[config.mk]
export PLATFORM = sky130hd
export DESIGN_NAME = morse_player
export DESIGN_NICKNAME = d
export VERILOG_FILES = /design/src/rtl/morse_pkg.sv /design/src/rtl/morse_rom.sv /design/src/rtl/morse_player.sv
export SDC_FILE = /design/constraint.sdc
export NUM_CORES = 1
export LEC_CHECK = 0
export ABC_AREA = 1
export BUFFER_PORTS_ARGS = -buffer_cell sky130_fd_sc_hd__buf_2
export CORE_MARGIN = 2
export CORE_UTILIZATION = 44
export CTS_CLUSTER_DIAMETER = 120
export DETAILED_ROUTE_END_ITERATION = 7
export GPL_TIMING_DRIVEN = 0
export PLACE_DENSITY_LB_ADDON = 0.08
export SYNTH_ARGS = -nofsm -noshare
export SYNTH_HDL_FRONTEND = slang
export SYNTH_SLANG_ARGS = --single-unit
[constraint.sdc]
create_clock -name clk -period 1.9 [get_ports clk]
set_input_delay 0.095 -clock clk [delete_from_list [all_inputs] [get_ports clk]]
set_output_delay 0.095 -clock clk [all_outputs]
set_load 0.1 [all_outputs]
[src/rtl/morse_pkg.sv]
// rtl/morse_pkg.sv - Morse symbol table, FSM state type and default timing
package morse_pkg;

  localparam int MORSE_PAT_W       = 14;
  localparam int MORSE_LEN_W       = 4;
  localparam int MORSE_SEL_W       = 3;
  localparam int DEFAULT_CLK_DIV   = 12500000;
  localparam int DEFAULT_GAP_UNITS = 7;

  typedef enum logic [1:0] {
    IDLE,
    PLAY,
    GAP
  } state_e;

  // Literals are written MSB first, so the played order reads right to left.
  localparam logic [MORSE_PAT_W-1:0] SYM_PAT [2**MORSE_SEL_W] = '{
    14'b00000000010101,  // S
    14'b00000000000111,  // T
    14'b00000001110101,  // U
    14'b00000111010101,  // V
    14'b00000111011101,  // W
    14'b00011101010111,  // X
    14'b01110111010111,  // Y
    14'b00010101110111   // Z
  };

  localparam logic [MORSE_LEN_W-1:0] SYM_LEN [2**MORSE_SEL_W] = '{
    4'd5, 4'd3, 4'd7, 4'd9, 4'd9, 4'd11, 4'd13, 4'd11
  };

endpackage

[src/rtl/morse_rom.sv]
// rtl/morse_rom.sv - Combinational symbol index to {pattern, length} lookup
module morse_rom
  import morse_pkg::*;
#(
  parameter int PAT_W = MORSE_PAT_W,
  parameter int LEN_W = MORSE_LEN_W,
  parameter int SEL_W = MORSE_SEL_W
) (
  input  logic [SEL_W-1:0] sel_i,
  output logic [PAT_W-1:0] pat_o,
  output logic [LEN_W-1:0] len_o
);

  // Indices beyond the table return an empty pattern of length 0.
  always_comb begin
    pat_o = '0;
    len_o = '0;
    for (int i = 0; i < 2**MORSE_SEL_W; i++) begin
      if (int'(sel_i) == i) begin
        pat_o = PAT_W'(SYM_PAT[i]);
        len_o = LEN_W'(SYM_LEN[i]);
      end
    end
  end

endmodule

[src/rtl/morse_player.sv]
// rtl/morse_player.sv - Morse playback FSM with unit divider, repeat gap and abort
module morse_player
  import morse_pkg::*;
#(
  parameter int CLK_DIV   = DEFAULT_CLK_DIV,
  parameter int PAT_W     = MORSE_PAT_W,
  parameter int LEN_W     = MORSE_LEN_W,
  parameter int SEL_W     = MORSE_SEL_W,
  parameter int GAP_UNITS = DEFAULT_GAP_UNITS
) (
  input  logic             clk,
  input  logic             reset,
  input  logic             start,
  input  logic [SEL_W-1:0] sel,
  input  logic             repeat_en,
  input  logic             abort,
  output logic             led,
  output logic             busy,
  output logic             done
);

  localparam int                TICK_W    = (CLK_DIV > 1) ? $clog2(CLK_DIV) : 1;
  localparam logic [TICK_W-1:0] TICK_LAST = TICK_W'(CLK_DIV - 1);
  localparam logic [7:0]        GAP_LAST  = 8'(GAP_UNITS - 1);

  state_e            state_q, state_d;
  logic [PAT_W-1:0]  shift_q, shift_d;
  logic [PAT_W-1:0]  pat_q, pat_d;
  logic [LEN_W-1:0]  len_q, len_d;
  logic [LEN_W-1:0]  bit_q, bit_d;
  logic [TICK_W-1:0] tick_q, tick_d;
  logic [7:0]        gap_q, gap_d;
  logic              led_q, led_d;
  logic              busy_q, busy_d;
  logic              done_q, done_d;
  logic [PAT_W-1:0]  rom_pat;
  logic [LEN_W-1:0]  rom_len;
  logic              unit_end;

  morse_rom #(
    .PAT_W(PAT_W),
    .LEN_W(LEN_W),
    .SEL_W(SEL_W)
  ) u_rom (
    .sel_i(sel),
    .pat_o(rom_pat),
    .len_o(rom_len)
  );

  assign unit_end = (tick_q == TICK_LAST);

  always_comb begin
    state_d = state_q;
    shift_d = shift_q;
    pat_d   = pat_q;
    len_d   = len_q;
    bit_d   = bit_q;
    tick_d  = tick_q;
    gap_d   = gap_q;
    led_d   = led_q;
    busy_d  = busy_q;
    done_d  = 1'b0;
    if (abort) begin
      state_d = IDLE;
      led_d   = 1'b0;
      busy_d  = 1'b0;
      tick_d  = '0;
      bit_d   = '0;
      gap_d   = '0;
    end else begin
      case (state_q)
        IDLE: begin
          if (start) begin
            if (rom_len == '0) begin
              done_d = 1'b1;
            end else begin
              // The pattern is kept twice: one copy shifts, the other reloads each repeat.
              state_d = PLAY;
              pat_d   = rom_pat;
              shift_d = rom_pat;
              len_d   = rom_len;
              bit_d   = '0;
              tick_d  = '0;
              led_d   = rom_pat[0];
              busy_d  = 1'b1;
            end
          end
        end
        PLAY: begin
          tick_d = unit_end ? '0 : tick_q + 1'b1;
          if (unit_end) begin
            if (bit_q == len_q - 1'b1) begin
              bit_d = '0;
              led_d = 1'b0;
              if (repeat_en) begin
                state_d = GAP;
                gap_d   = '0;
              end else begin
                state_d = IDLE;
                busy_d  = 1'b0;
                done_d  = 1'b1;
              end
            end else begin
              bit_d   = bit_q + 1'b1;
              shift_d = shift_q >> 1;
              led_d   = shift_q[1];
            end
          end
        end
        GAP: begin
          tick_d = unit_end ? '0 : tick_q + 1'b1;
          if (unit_end) begin
            if (gap_q == GAP_LAST) begin
              state_d = PLAY;
              shift_d = pat_q;
              bit_d   = '0;
              gap_d   = '0;
              led_d   = pat_q[0];
            end else begin
              gap_d = gap_q + 1'b1;
            end
          end
        end
        default: state_d = IDLE;
      endcase
    end
  end

  always_ff @(posedge clk) begin
    if (!reset) begin
      state_q <= IDLE;
      shift_q <= '0;
      pat_q   <= '0;
      len_q   <= '0;
      bit_q   <= '0;
      tick_q  <= '0;
      gap_q   <= '0;
      led_q   <= 1'b0;
      busy_q  <= 1'b0;
      done_q  <= 1'b0;
    end else begin
      state_q <= state_d;
      shift_q <= shift_d;
      pat_q   <= pat_d;
      len_q   <= len_d;
      bit_q   <= bit_d;
      tick_q  <= tick_d;
      gap_q   <= gap_d;
      led_q   <= led_d;
      busy_q  <= busy_d;
      done_q  <= done_d;
    end
  end

  assign led  = led_q;
  assign busy = busy_q;
  assign done = done_q;

endmodule
Word-level counts from Yosys, hierarchy flattened

Cells that the tools add are included.

Register bits after elaboration: 73
Bits of input ports: 8
Output and inout port bits: 3

Add/subtract/negate cells: 4
Equality and inequality tests: 21
Muxes and demuxes: 67
Bitwise gates (word level): 3
Reduce and logical (&&, ||, !) cells: 16

Operators with widths:

| kind                  | number |
|---|---|
| $mux 14               | 6 |
| $mux 24               | 3 |
| $pmux 24 s2           | 1 |
| $mux 4                | 11 |
| $pmux 14 s3           | 1 |
| $mux 8                | 5 |
| $mux 13               | 2 |
| $add 24x1->24 const B | 1 |
| $eq 24x24->1 const B  | 1 |
| $mux 9                | 2 |
| $ne 2x2->1 const B    | 9 |
| $reduce_and 6->1      | 3 |
| $mux 1                | 16 |
| $pmux 8 s2            | 1 |
| $mux 2                | 7 |
| $eq 3x3->1 const B    | 4 |
| $pmux 4 s3            | 1 |
| $mux 11               | 1 |
| $mux 5                | 2 |
| $mux 3                | 3 |
| $add 8x1->8 const B   | 1 |
| $eq 8x3->1 const B    | 1 |
| $reduce_and 8->1      | 1 |
| $mux 7                | 1 |
| 20 further kinds      | 27 |

Longest topological paths before layout

Gate-level depths: netlist of run 1.

Word-level depth: 13
Gate-level depth with buffers: 15
Mapped depth without buffers: 14

Cells and area by module

From an unflattened synthesis of run 1, not the netlist that was laid out.

Cell total of the unflattened synthesis: 645
Area, all modules: 4,176.5 sq um

By module, submodules not included:

| module       | instances | cells an instance | area an instance (sq um) | sequential area each (sq um) |
|---|---|---|---|---|
| morse_player | 1         | 613               | 4,021.4                  | 1,441.4 |
| morse_rom    | 1         | 32                | 155.1                    | 0.0 |

Worst setup path before layout of run 1

Ideal clock, no wire load.

Path type: register -> register
Start: reg state_q[0]
End: reg tick_q[2]
Library setup time: 0.120 ns
Arrival time: 1.705 ns
Path slack: 0.075 ns
Stages on the path, launching flop included: 12
Clock period less this slack: 1.825 ns
Cells stage by stage: dfxtp_1 inv_1 ha_1 buf_2 inv_1 clkbuf_1 nor2_2 inv_2 nand2_1 nand2_1 buf_4 nor3_1

Word-level cells in the longest chain between the ends: 4
Elaborated cells between the ends (all ways): 9

Ends and longest elaborated chain:

| element                                  | RTL line            | RTL |
|---|---|---|
| start, declared                          | morse_player.sv:26  | `state_e state_q, state_d;` |
| start signal, assigned                   | morse_player.sv:142 | `state_q <= state_d;` |
| $eq 2x2->1 or $eq 2x1->1 (tied branches) | morse_player.sv:71  | `case (state_q)` |
| $reduce_or 2->1 (no line)                | -                   |  |
| $reduce_bool 2->1 (no line)              | -                   |  |
| $reduce_and 3->1 (no line)               | -                   |  |
| end signal, assigned                     | morse_player.sv:147 | `tick_q <= tick_d;` |
| end, declared                            | morse_player.sv:31  | `logic [TICK_W-1:0] tick_q, tick_d;` |

Parallel ways exist; a longest one is shown, timed or not.
A chain may end at the register's enable or synchronous reset.

Worst setup path after layout of run 1

Start: reg state_q[0]
End: reg tick_q[13]

Same word-level chain as after synthesis.

==> results.tsv, run 1 <==
stage	metric	value	unit
clocking	cts_tree	built	
clocking	cts-root-buf	clkbuf_8	
cells_and_area	diodes	0	
hold_path	worstHoldPathType	in -> reg	
cells_and_area	final_core_util	55.55	%
power_and_ir_drop	p_int	2.304	mW
power_and_ir_drop	switching_share	34.94	%
cells_and_area	regArea	1331	um^2
worst_setup_path	cp_slowest_stage_delay	0.35	ns
placement	port_buffers	10	
synth	yosys_most_used_dff	dfxtp_1	
global_route	grt_max_degree	15	
floorplanning	core	8258	um^2
status	outcome	finished clean	
floorplanning	num_io_pins	11	
synth	syn_avg_cell_area	6.645	um^2
clocking	numCtsBuffers	9	
job	maxCapViolations	0	
clocking	cts_buffer_depth	2	
worst_setup_path	cp_cell_sequence	inv_2 > ha_2 > buf_6 > inv_2 > o21ai_4 > buf_6 > nand3_1 > or2_2 > a21oi_1	
sta	fin_crit_sh	95.03	%
floorplanning	die_x	96.70	um
global_route	grt_antenna_before_repair	0	
global_route	gr-total-overflow	0	
worst_setup_path	cp.required	2.19	ns
worst_setup_path	end_kind	register	
routing	post_drt_wl_per_cell	13.77	um
synth	yosysSeqAreaShare	34.94	%
power_and_ir_drop	seq_power_share	42.4	%
sta	fmax	0.5539	GHz
global_route	first_global_vias	3550	
clocking	htreeDepth	3	
sta	fin_crit	1.806	ns
worst_setup_path	cp_num_buf_inv	4	
synth	synth_cells	569	
routing	first_pass_iters	5	
synth	synth_cell_type_count	41	
worst_setup_path	cp_slowest_cell	dfxtp_2	
routing	vias	3818	
cells_and_area	fillCellCount	826	
cells_and_area	drive_gt1_share	20.10	%
cells_and_area	mostFrequentLayoutCell	nand2_1	
routing	drt-initial-drc-count	159	
global_route	grt_pass1_wl	16440	um
cells_and_area	final_cell_mix	nand2_1, nor2_1, dfxtp_1	
synth	syn_area	3781	um^2
routing	postRouteWirelength	9942	um
placement	dpl.hpwl	7011	um
power_and_ir_drop	total_leakage_power	1.729	nW
synth	synth-edff-count	0	
cells_and_area	multi_input_area	2350	um^2
worst_setup_path	arrival	2.09	ns
power_and_ir_drop	ir_drop	0.4577	mV
routing	vias_per_cell	5.288	
sta	final.setup_skew	0.008960	ns
worst_setup_path	cp_max_fo	5	
floorplanning	rows	33	
synth	ys_seq_elements	66	
synth	synth_fp_nets	587	
clocking	cts.sink_count	66	
sta	finalSetupViolCount	0	
power_and_ir_drop	p_per_area	771.9	nW/um^2
sta	hold_viol_final	0	
floorplanning	start_util	45.79	%
sta	timing.final.max_slew_violations	0	
cells_and_area	syn_to_final_growth	21.31	%
clocking	clk_latency	0.35	ns
routing	antenna_left	0	
worst_setup_path	start_kind	register	
sta	worstMarginPinSlew	0.5734	ns
synth	async_reset_ff_share	0	%
worst_setup_path	crit_type	reg -> reg	
placement	globalplace.congestion	0.8774	
sta	slew_headroom	61.77	%
worst_setup_path	crit_family	simple AND/OR/NAND/NOR gates	
floorplanning	fp.dieArea	9351	um^2
hold_path	holdPathStages	3	
power_and_ir_drop	p_switching	1.237	mW
cells_and_area	nets	630	
worst_setup_path	reg2regPathDepth	9	
routing	drc	0	
sta	rsz0062_at_grt	yes	
global_route	gr-usage-all-layers	21.27	%
clocking	cts_hold_buf	0	
power_and_ir_drop	pwr-share-comb	25.8	%
synth	yosysWarnings	0	
worst_setup_path	reg2reg_slack	0.09	ns
clocking	clk_pin_slew	0.08	ns
floorplanning	die_h	96.70	um
power_and_ir_drop	clkPwrFrac	31.8	%
worst_setup_path	path_depth	9	
sta	fin_setup_tns	0	ns
## per-layer routing
metal | wire, um | GRT usage [%] | vias up
met2 | 4728 | 34.78 | 79
met3 | 369 | 4.841 | 12
met4 | 111 | 6.067 | 0
met1 | 4733 | 28.17 | 1757
li1 | - | - | 1970
met5 | 0 | 0 | -
## sequential cells by signal (all words and copies together), names as in the netlist
name	cells
tick_q	24
shift_q	12
pat_q	10
gap_q	8
bit_q	4
len_q	3
state_q	2
busy	1
done	1
led	1
## what timing repair did
item,CTS,global route
buffers inserted,10,11
cloned,0,1
resized for setup,36,43
setup endpoints to repair,52,58
pin swaps,4,18
endpoints found under the hold margin,0,0
## path summary, 6_finish.rpt
| check | to | startpoint |
|---|---|---|
| worst min-delay path | busy$_SDFFE_PP0P_ | start |
| worst max-delay path | tick_q[13]$_SDFFE_PP0P_ | state_q[0]$_SDFFE_PP0P_ |
| worst min register to register | pat_q[1]$_SDFFE_PN0P_ | pat_q[1]$_SDFFE_PN0P_ |
| worst max register to register | tick_q[13]$_SDFFE_PP0P_ | state_q[0]$_SDFFE_PP0P_ |
## synth_stat cells (2+ instances only)
cell	n	share of area, %
a21oi_1	44	5.8
a221oi_1	6	1.4
a31o_2	2	0.46
a31oi_1	3	0.50
buf_2	3	0.40
buf_4	2	0.40
clkbuf_1	8	0.79
clkinv_1	2	0.20
dfxtp_1	66	35
ha_1	10	3.3
inv_1	58	5.8
inv_2	4	0.40
nand2_1	131	13
nand2_2	3	0.50
nand3_1	35	4.6
nand3_4	2	0.93
nand4_1	21	3.5
nor2_1	84	8.3
nor2_2	5	0.83
nor2_4	2	0.60
nor3_1	19	2.5
nor3b_1	3	0.60
o21ai_0	27	3.6
o21ai_1	2	0.26
or2_0	2	0.33
or2_2	2	0.33
xor2_1	9	2.1
## layout make-up
| type | count | area share [%] |
|---|---|---|
| plain buffers | 14 | 2.591 |
| clock buffers | 9 | 2.700 |
| clock inverters | 7 | 1.337 |
| inverters | 64 | 5.374 |
| multi-input cells | 426 | 51.23 |
| flip-flops and latches | 66 | 29.02 |
| well taps | 105 | 2.864 |
| repair buffers | 31 | 4.883 |
## through the flow
step | setup slack, ns | power [mW] | instance area (um^2) | instances | hold WS [ns]
final | 0.09449 | 3.541 | 4587 | 722 | 0.05014
after global routing | -0.03807 | 3.732 | 4587 | 722 | 0.03835
after CTS | 0.001870 | 3.473 | 4359 | 710 | 0.02581
after detailed placement | -0.3651 | 2.212 | 3963 | 684 | 0.3975
after global placement | -0.3576 | 2.208 | 3963 | 684 | 0.3980
after floorplan | 0.07531 | 2.034 | 3781 | 569 | 0.2396
## power by group through the flow
stage	Clock (mW)	Sequential [mW]	Combinational [mW]
after floorplan	0	1.54	0.490
after global placement	0	1.53	0.679
after detailed placement	0	1.53	0.681
after CTS	1.17	1.50	0.808
after global routing	1.22	1.51	1.00
final	1.13	1.50	0.913
## logic make-up (layout without fill, tap and decap cells)
family	after synthesis	after routing	share of synthesized area (%)
xor gates and xnor gates	9	9	2.085
adders and majority gates	10	10	3.309
DFF	66	66	34.94
AOI/OAI and AO/OA	93	94	14.03
and+or+nand+nor	313	313	37.29
buffers and inverters	78	125	8.339
## worst min-delay path, cell delays in order
cell     delay, ns
buf_2         0.12
nand3_1       0.08
a21oi_1       0.06
Note: power is estimated with default switching activity, not from simulation.
==> inputs of run 2 (changes only) <==
- ABC_AREA: 1 -> unset
==> run 2 against run 1 <==
- power is 12% lower
- sequential share of layout area is 0.90 points lower
- maximum frequency is 24% lower
- synthesized cell count is 23% lower
- critical path type unchanged
- the run now ends with negative setup slack left
- sequential power is 4% lower
==> results.tsv, run 2 <==
stage	metric	value	unit	change
cells_and_area	largest_reg_flops	24		unchanged
worst_setup_path	cp.required	2.17	ns	-0.02 ns
clocking	clk_pin_slew	0.08	ns	about the same
floorplanning	rows	32		-3.0%
worst_setup_path	arrival	2.64	ns	+0.55 ns
placement	dp.cells	545		-20%
routing	postRouteWirelength	9793	um	-1.5%
global_route	grt_pass1_wl	15560	um	-5.3%
status	outcome	finished, violations left		
floorplanning	num_io_pins	11		unchanged
synth	synth_fp_nets	454		-23%
cells_and_area	top_regs	tick_q (24), shift_q (12), pat_q (10)		
floorplanning	core	7767	um^2	-5.9%
synth	synth_cell_type_count	58		+41%
worst_setup_path	end_kind	register		
routing	first_pass_iters	4		-1
worst_setup_path	crit_family	simple AND/OR/NAND/NOR gates		
routing	post_drt_wl_per_cell	16.27	um	+18%
sta	whs	0.08592	ns	+0.03578 ns
worst_setup_path	cp_slowest_cell	or4b_4		
power_and_ir_drop	p_per_area	652.7	nW/um^2	-15%
sta	timing.final.max_slew_violations	0		unchanged
global_route	grt_antenna_before_repair	0		unchanged
routing	drc	0		unchanged
worst_setup_path	reg2regPathDepth	8		-1
sta	fmax	0.4220	GHz	-24%
sta	rsz0062_at_grt	yes		
synth	yosys_most_used_dff	dfxtp_1		
sta	fin_ws	-0.4695	ns	-0.5640 ns
worst_setup_path	cp_max_fo	3		-2
clocking	cts-root-buf	clkbuf_8		
worst_setup_path	r2r-start	gap_q[0]$_SDFFE_PP0P_		
synth	syn_avg_cell_area	8.139	um^2	+22%
clocking	clk_latency	0.35	ns	about the same
sta	fin_setup_tns	-8.142	ns	-8.142 ns
power_and_ir_drop	ir_drop	0.3070	mV	-33%
hold_path	worstHoldPathType	in -> reg		
sta	fin_crit_sh	124.7	%	+30 points
synth	synth_cells	436		-23%
sta	finalSetupViolCount	28		+28
cells_and_area	mostFrequentLayoutCell	dfxtp_1		
power_and_ir_drop	p_switching	850.4	uW	-31%
job	maxCapViolations	0		unchanged
worst_setup_path	crit_end	bit_q[2]$_SDFFE_PP0P_		
synth	yosysWarnings	0		unchanged
cells_and_area	drive_gt1_share	32.40	%	+12 points
worst_setup_path	crit_type	reg -> reg		
cells_and_area	top_register	tick_q		
floorplanning	start_util	45.68	%	-0.10 points
sta	final.setup_skew	0.009458	ns	+0.0004976 ns
placement	port_buffers	7		-3
power_and_ir_drop	total_leakage_power	1.863	nW	+7.7%
placement	dpl.hpwl	6096	um	-13%
clocking	cts_buffer_depth	2		unchanged
clocking	numCtsBuffers	9		unchanged
sta	slew_headroom	58.40	%	-3.4 points
global_route	grt_max_degree	12		-3
routing	vias_per_cell	5.683		+7.5%
synth	synth_most_common_cell	dfxtp_1		
worst_setup_path	crit_path_start	gap_q[0]$_SDFFE_PP0P_		
synth	yosys.area.top_type	dfxtp_1		
routing	vias	3421		-10%
synth	ys_seq_elements	66		unchanged
clocking	cts.sink_count	66		unchanged
synth	yosysSeqAreaShare	37.24	%	+2.3 points
power_and_ir_drop	power.total	3.127	mW	-12%
power_and_ir_drop	clkPwrFrac	39.3	%	+7.5 points
routing	drt-initial-drc-count	211		+33%
sta	worstMarginPinSlew	0.6239	ns	+0.05053 ns
global_route	gr-usage-all-layers	22.31	%	+1.0 points
synth	yosys-top-cells-count	dfxtp_1, nand2_1, nor2_1		
floorplanning	die_x	93.80	um	-3.0%
floorplanning	fp.dieArea	8798	um^2	-5.9%
power_and_ir_drop	pwr-share-comb	14.6	%	-11 points
routing	antenna_left	0		unchanged
clocking	cts_tree	built		
worst_setup_path	cp_cell_sequence	inv_2 > ha_4 > or4b_4 > o41a_4 > nor3_4 > nand4_2 > or3b_4 > a21oi_2		
cells_and_area	stdcell_count	602		-17%
synth	yosysTopAreaCellShare	37.24	%	+2.3 points
worst_setup_path	cp_slowest_stage_delay	0.47	ns	+0.12 ns
cells_and_area	diodes	0		unchanged
sta	hold_viol_final	0		unchanged
worst_setup_path	start_kind	register		
placement	globalplace.congestion	0.8436		-3.9%
power_and_ir_drop	switching_share	27.20	%	-7.7 points
worst_setup_path	path_depth	8		-1
power_and_ir_drop	seq_power_share	46.1	%	+3.7 points
clocking	htreeDepth	3		unchanged
status	violations	negative setup slack		
global_route	first_global_vias	3149		-11%
worst_setup_path	cp_num_buf_inv	1		-3
cells_and_area	final_cell_mix	dfxtp_1, nand2_1, nor2_1		
cells_and_area	nets	513		-19%
synth	syn_area	3548	um^2	-6.2%
sta	fin_crit	2.370	ns	+0.5640 ns
worst_setup_path	r2r-end	bit_q[2]$_SDFFE_PP0P_		
worst_setup_path	reg2reg_slack	-0.47	ns	-0.56 ns
global_route	gr-total-overflow	0		unchanged
synth	async_reset_ff_share	0	%	unchanged
synth	synth-edff-count	0		unchanged
cells_and_area	syn_to_final_growth	35.01	%	
synth	ys_top_cells_by_area	dfxtp_1, nand2_1, o21ai_0		
power_and_ir_drop	p_int	2.276	mW	-1.2%
floorplanning	die_h	93.80	um	-3.0%
-- run 2: cell types whose count changed in the layout (fill, tap and decap cells not counted), sizes merged, moves of 10 or more --
cell,change
buf,+17
nor2,-57
a21oi,-14
nand2,-79
clkbuf,+12
inv,-52
and3,+11
nor3,-10
nand3,-13
-- run 2: worst min-delay path, delay by kind of cell --
kind	cells	cell delay, ns
AOI/OAI and AO/OA	1	0.07
buffers and inverters	1	0.09
and+or+nand+nor	2	0.14
-- run 2: logic make-up after synthesis --
| family | after synthesis | share of synthesized area (%) |
|---|---|---|
| AOI/OAI and AO/OA | 106 | 19.78 |
| xor gates and xnor gates | 19 | 5.077 |
| adders and majority gates | 10 | 3.526 |
| buffers and inverters | 37 | 3.984 |
| DFF | 66 | 37.24 |
| muxes | 6 | 1.728 |
| and+or+nand+nor | 192 | 28.67 |
-- run 2: per-layer routing --
| metal | GRT usage, % | vias to the layer above | wire [um] |
|---|---|---|---|
| li1 | - | 1698 | - |
| met1 | 31.08 | 1642 | 4761 |
| met2 | 35.06 | 64 | 4583 |
| met3 | 3.210 | 17 | 310 |
| met4 | 8.213 | 0 | 138 |
| met5 | 0 | - | 0 |
-- run 2: worst min-delay path by stage --
stage,start,end,depth (start not counted)
5_1_grt,sel[0],pat_q[11]$_SDFFE_PN0P_,4
3_3_place_gp,repeat_en,done$_SDFF_PP0_,2
2_1_floorplan,repeat_en,done$_SDFF_PP0_,1
3_5_place_dp,repeat_en,done$_SDFF_PP0_,2
6_report,sel[0],pat_q[11]$_SDFFE_PN0P_,4
4_1_cts,sel[0],pat_q[11]$_SDFFE_PN0P_,4
-- run 2: stage by stage --
step | util [%] | setup slack, ns | instance area (um^2)
finish | 61.68 | -0.4695 | 4791
CTS | 56.70 | -0.3734 | 4404
global route | 61.68 | -0.5445 | 4791
floorplan | - | -0.2826 | 3682
detailed placement | 49.50 | -0.7003 | 3845
global placement | 49.50 | -0.6963 | 3845
-- run 2: area by class of cell --
cell class / instances / area [um^2]
repair buffers: 52 / 480.5
clock inverters: 5 / 52.55
plain buffers: 21 / 141.4
clock buffers: 11 / 151.4
well taps: 102 / 127.6
flip-flops and latches: 66 / 1348
multi-input cells: 333 / 2442
inverters: 12 / 47.55
fillers: 688 / 2977
-- run 2: power by group through the flow --
stage / Clock (mW) / Combinational [mW] / Sequential [mW]
floorplan: 0 / 0.247 / 1.49
global placement: 0 / 0.345 / 1.48
detailed placement: 0 / 0.348 / 1.48
CTS: 1.24 / 0.396 / 1.44
global route: 1.31 / 0.499 / 1.44
finish: 1.23 / 0.456 / 1.44
-- run 2: repair_timing --
action | in CTS | in global routing
hold endpoints to repair | 1 | 0
pin swaps | 20 | 31
cloned | 0 | 3
hold buffers | 1 | 0
setup endpoints to repair | 52 | 54
setup buffers | 23 | 19
gates resized for setup | 59 | 53
==> inputs of run 3 (changes only) <==
- CORE_MARGIN: 2 -> 3
==> run 3 against run 2 <==
- the run still ends with negative setup slack left
- worst setup slack better by 0.096 ns
- critical path depth unchanged
- core utilization down 2.5 points
- critical path type unchanged
- largest cell class unchanged
==> results.tsv, run 3 (same netlist as run 2, synthesis figures left out) <==
stage	metric	value	unit	change
status	outcome	finished, violations left		
worst_setup_path	cp_max_fo	4		+1
sta	fin_ws	-0.3739	ns	+0.09558 ns
cells_and_area	finalInstanceArea	4598	um^2	-4.0%
placement	place_area	3845	um^2	unchanged
global_route	grt_max_degree	11		-1
global_route	gr-usage-all-layers	21.06	%	-1.3 points
clocking	cts.sink_count	66		unchanged
cells_and_area	final_core_util	59.20	%	-2.5 points
floorplanning	rows	32		unchanged
floorplanning	die_h	95.80	um	+2.1%
cells_and_area	diodes	0		unchanged
global_route	grt_pass1_wl	15040	um	-3.3%
clocking	clk_pin_slew	0.07	ns	about the same
routing	vias_per_cell	5.656		-0.46%
worst_setup_path	cp_slowest_cell	or4_4		
cells_and_area	stdcell_count	588		-2.3%
clocking	cts-root-buf	clkbuf_8		
clocking	htreeDepth	3		unchanged
sta	fmax	0.4398	GHz	+4.2%
worst_setup_path	cp_slowest_stage_delay	0.54	ns	+0.07 ns
placement	dp.cells	545		unchanged
clocking	clk_latency	0.34	ns	about the same
cells_and_area	top_regs	tick_q (24), shift_q (12), pat_q (10)		
clocking	cts_buffer_depth	2		unchanged
hold_path	worstHoldPathType	in -> reg		
sta	fin_crit	2.274	ns	-0.09558 ns
routing	drc	0		unchanged
status	violations	negative setup slack		
sta	final.setup_skew	0.008467	ns	-0.0009913 ns
cells_and_area	drive_gt1_share	28.81	%	-3.6 points
routing	postRouteWirelength	9250	um	-5.5%
sta	fin_crit_sh	119.7	%	-5.0 points
floorplanning	start_util	45.68	%	unchanged
power_and_ir_drop	p_per_area	675.2	nW/um^2	+3.5%
routing	first_pass_iters	4		unchanged
sta	finalSetupViolCount	27		-3.6%
routing	antenna_left	0		unchanged
worst_setup_path	end_kind	register		
sta	timing.final.max_slew_violations	0		unchanged
job	maxCapViolations	0		unchanged
worst_setup_path	start_kind	register		
sta	hold_viol_final	0		unchanged
worst_setup_path	cp_cell_sequence	inv_2 > ha_1 > or4b_4 > buf_6 > o41ai_4 > nand2_2 > or4_4 > a21oi_2		
cells_and_area	top_register	tick_q		
routing	drt-initial-drc-count	174		-18%
global_route	first_global_vias	3056		-3.0%
placement	globalplace.congestion	0.8329		-1.3%
routing	post_drt_wl_per_cell	15.73	um	-3.3%
power_and_ir_drop	ir_drop	0.3252	mV	+5.9%
cells_and_area	largest_reg_flops	24		unchanged
floorplanning	fp.dieArea	9178	um^2	+4.3%
floorplanning	die_x	95.80	um	+2.1%
sta	worstMarginPinSlew	0.6343	ns	+0.01041 ns
routing	vias	3326		-2.8%
floorplanning	core	7767	um^2	unchanged
floorplanning	num_io_pins	11		unchanged
sta	rsz0062_at_grt	yes		
clocking	cts_tree	built		
worst_setup_path	arrival	2.53	ns	-0.11 ns
global_route	grt_antenna_before_repair	0		unchanged
placement	dpl.hpwl	6120	um	+0.40%
worst_setup_path	crit_type	reg -> reg		
sta	slew_headroom	57.71	%	-0.69 points
cells_and_area	fillCellCount	685		-0.44%
sta	fin_setup_tns	-7.161	ns	+0.9809 ns
cells_and_area	syn_to_final_growth	29.58	%	
global_route	gr-total-overflow	0		unchanged
cells_and_area	final_cell_mix	dfxtp_1, nand2_1, a21oi_1		
cells_and_area	nets	500		-2.5%
placement	port_buffers	7		unchanged
worst_setup_path	cp.required	2.15	ns	-0.02 ns
cells_and_area	mostFrequentLayoutCell	dfxtp_1		
placement	dpl_worst_slack	-0.6270	ns	+0.07332 ns
power_and_ir_drop	total_leakage_power	1.736	nW	-6.8%
clocking	numCtsBuffers	9		unchanged
-- run 3: per-stage QoR --
| stage | hold slack [ns] | power, mW |
|---|---|---|
| global placement | 0.2965 | 1.819 |
| finish | 0.1066 | 3.105 |
| CTS | 0.09506 | 3.092 |
| global route | 0.1329 | 3.242 |
| floorplan | 0.1713 | 1.737 |
| detailed placement | 0.2937 | 1.823 |
-- run 3: path summary, 6_finish.rpt --
check | startpoint | endpoint | slack, ns | depth (start not counted)
setup / recovery | gap_q[0]$_SDFFE_PP0P_ | state_q[0]$_SDFFE_PP0P_ | -0.37 | 8
hold / removal | sel[0] | pat_q[11]$_SDFFE_PN0P_ | 0.11 | 4
setup reg to reg | gap_q[0]$_SDFFE_PP0P_ | state_q[0]$_SDFFE_PP0P_ | -0.37 | 8
hold reg to reg | shift_q[6]$_SDFFE_PN0P_ | shift_q[6]$_SDFFE_PN0P_ | 0.45 | 2
-- run 3: critical path: cells and delay by family, from the launching register on --
kind                       cells  cell delay (ns)
adders and majority gates      1             0.13
and+or+nand+nor                3             1.17
DFF                            1             0.32
buffers and inverters          2             0.19
AOI/OAI and AO/OA              2             0.38
-- run 3: final cells by class --
| class | count | area, um^2 | area share, % |
|---|---|---|---|
| inverter | 12 | 46.29 | 1.007 |
| clock buffer | 13 | 168.9 | 3.673 |
| timing repair buffer | 38 | 321.6 | 6.993 |
| clock inverter | 2 | 35.03 | 0.7619 |
| buffer | 22 | 143.9 | 3.129 |
| tap | 102 | 127.6 | 2.776 |
| multi-input combinational | 333 | 2400 | 52.19 |
| sequential | 66 | 1355 | 29.47 |
-- run 3: layer usage --
layer  global-route usage (%)  share of wire, %  up-vias
met5                        0                 0        -
li1                         -                 -     1675
met2                    33.70                48       60
met4                    6.635              0.95        0
met1                    28.47                48     1583
met3                    4.222               3.6        8
-- run 3: power breakdown --
part | internal (mW) | switching [mW] | total (mW)
registers | 1.41 | 0.0252 | 1.44
logic | 0.175 | 0.261 | 0.435
clock network | 0.706 | 0.525 | 1.23
total | 2.29 | 0.811 | 3.10
-- run 3: repair_timing --
action,4_1_cts,5_1_grt
endpoints found under the hold margin,1,0
buffers inserted,25,4
endpoints found under the setup margin,52,51
cloned,2,1
gates resized for setup,58,39
hold buffers,1,0
pin swaps,15,12
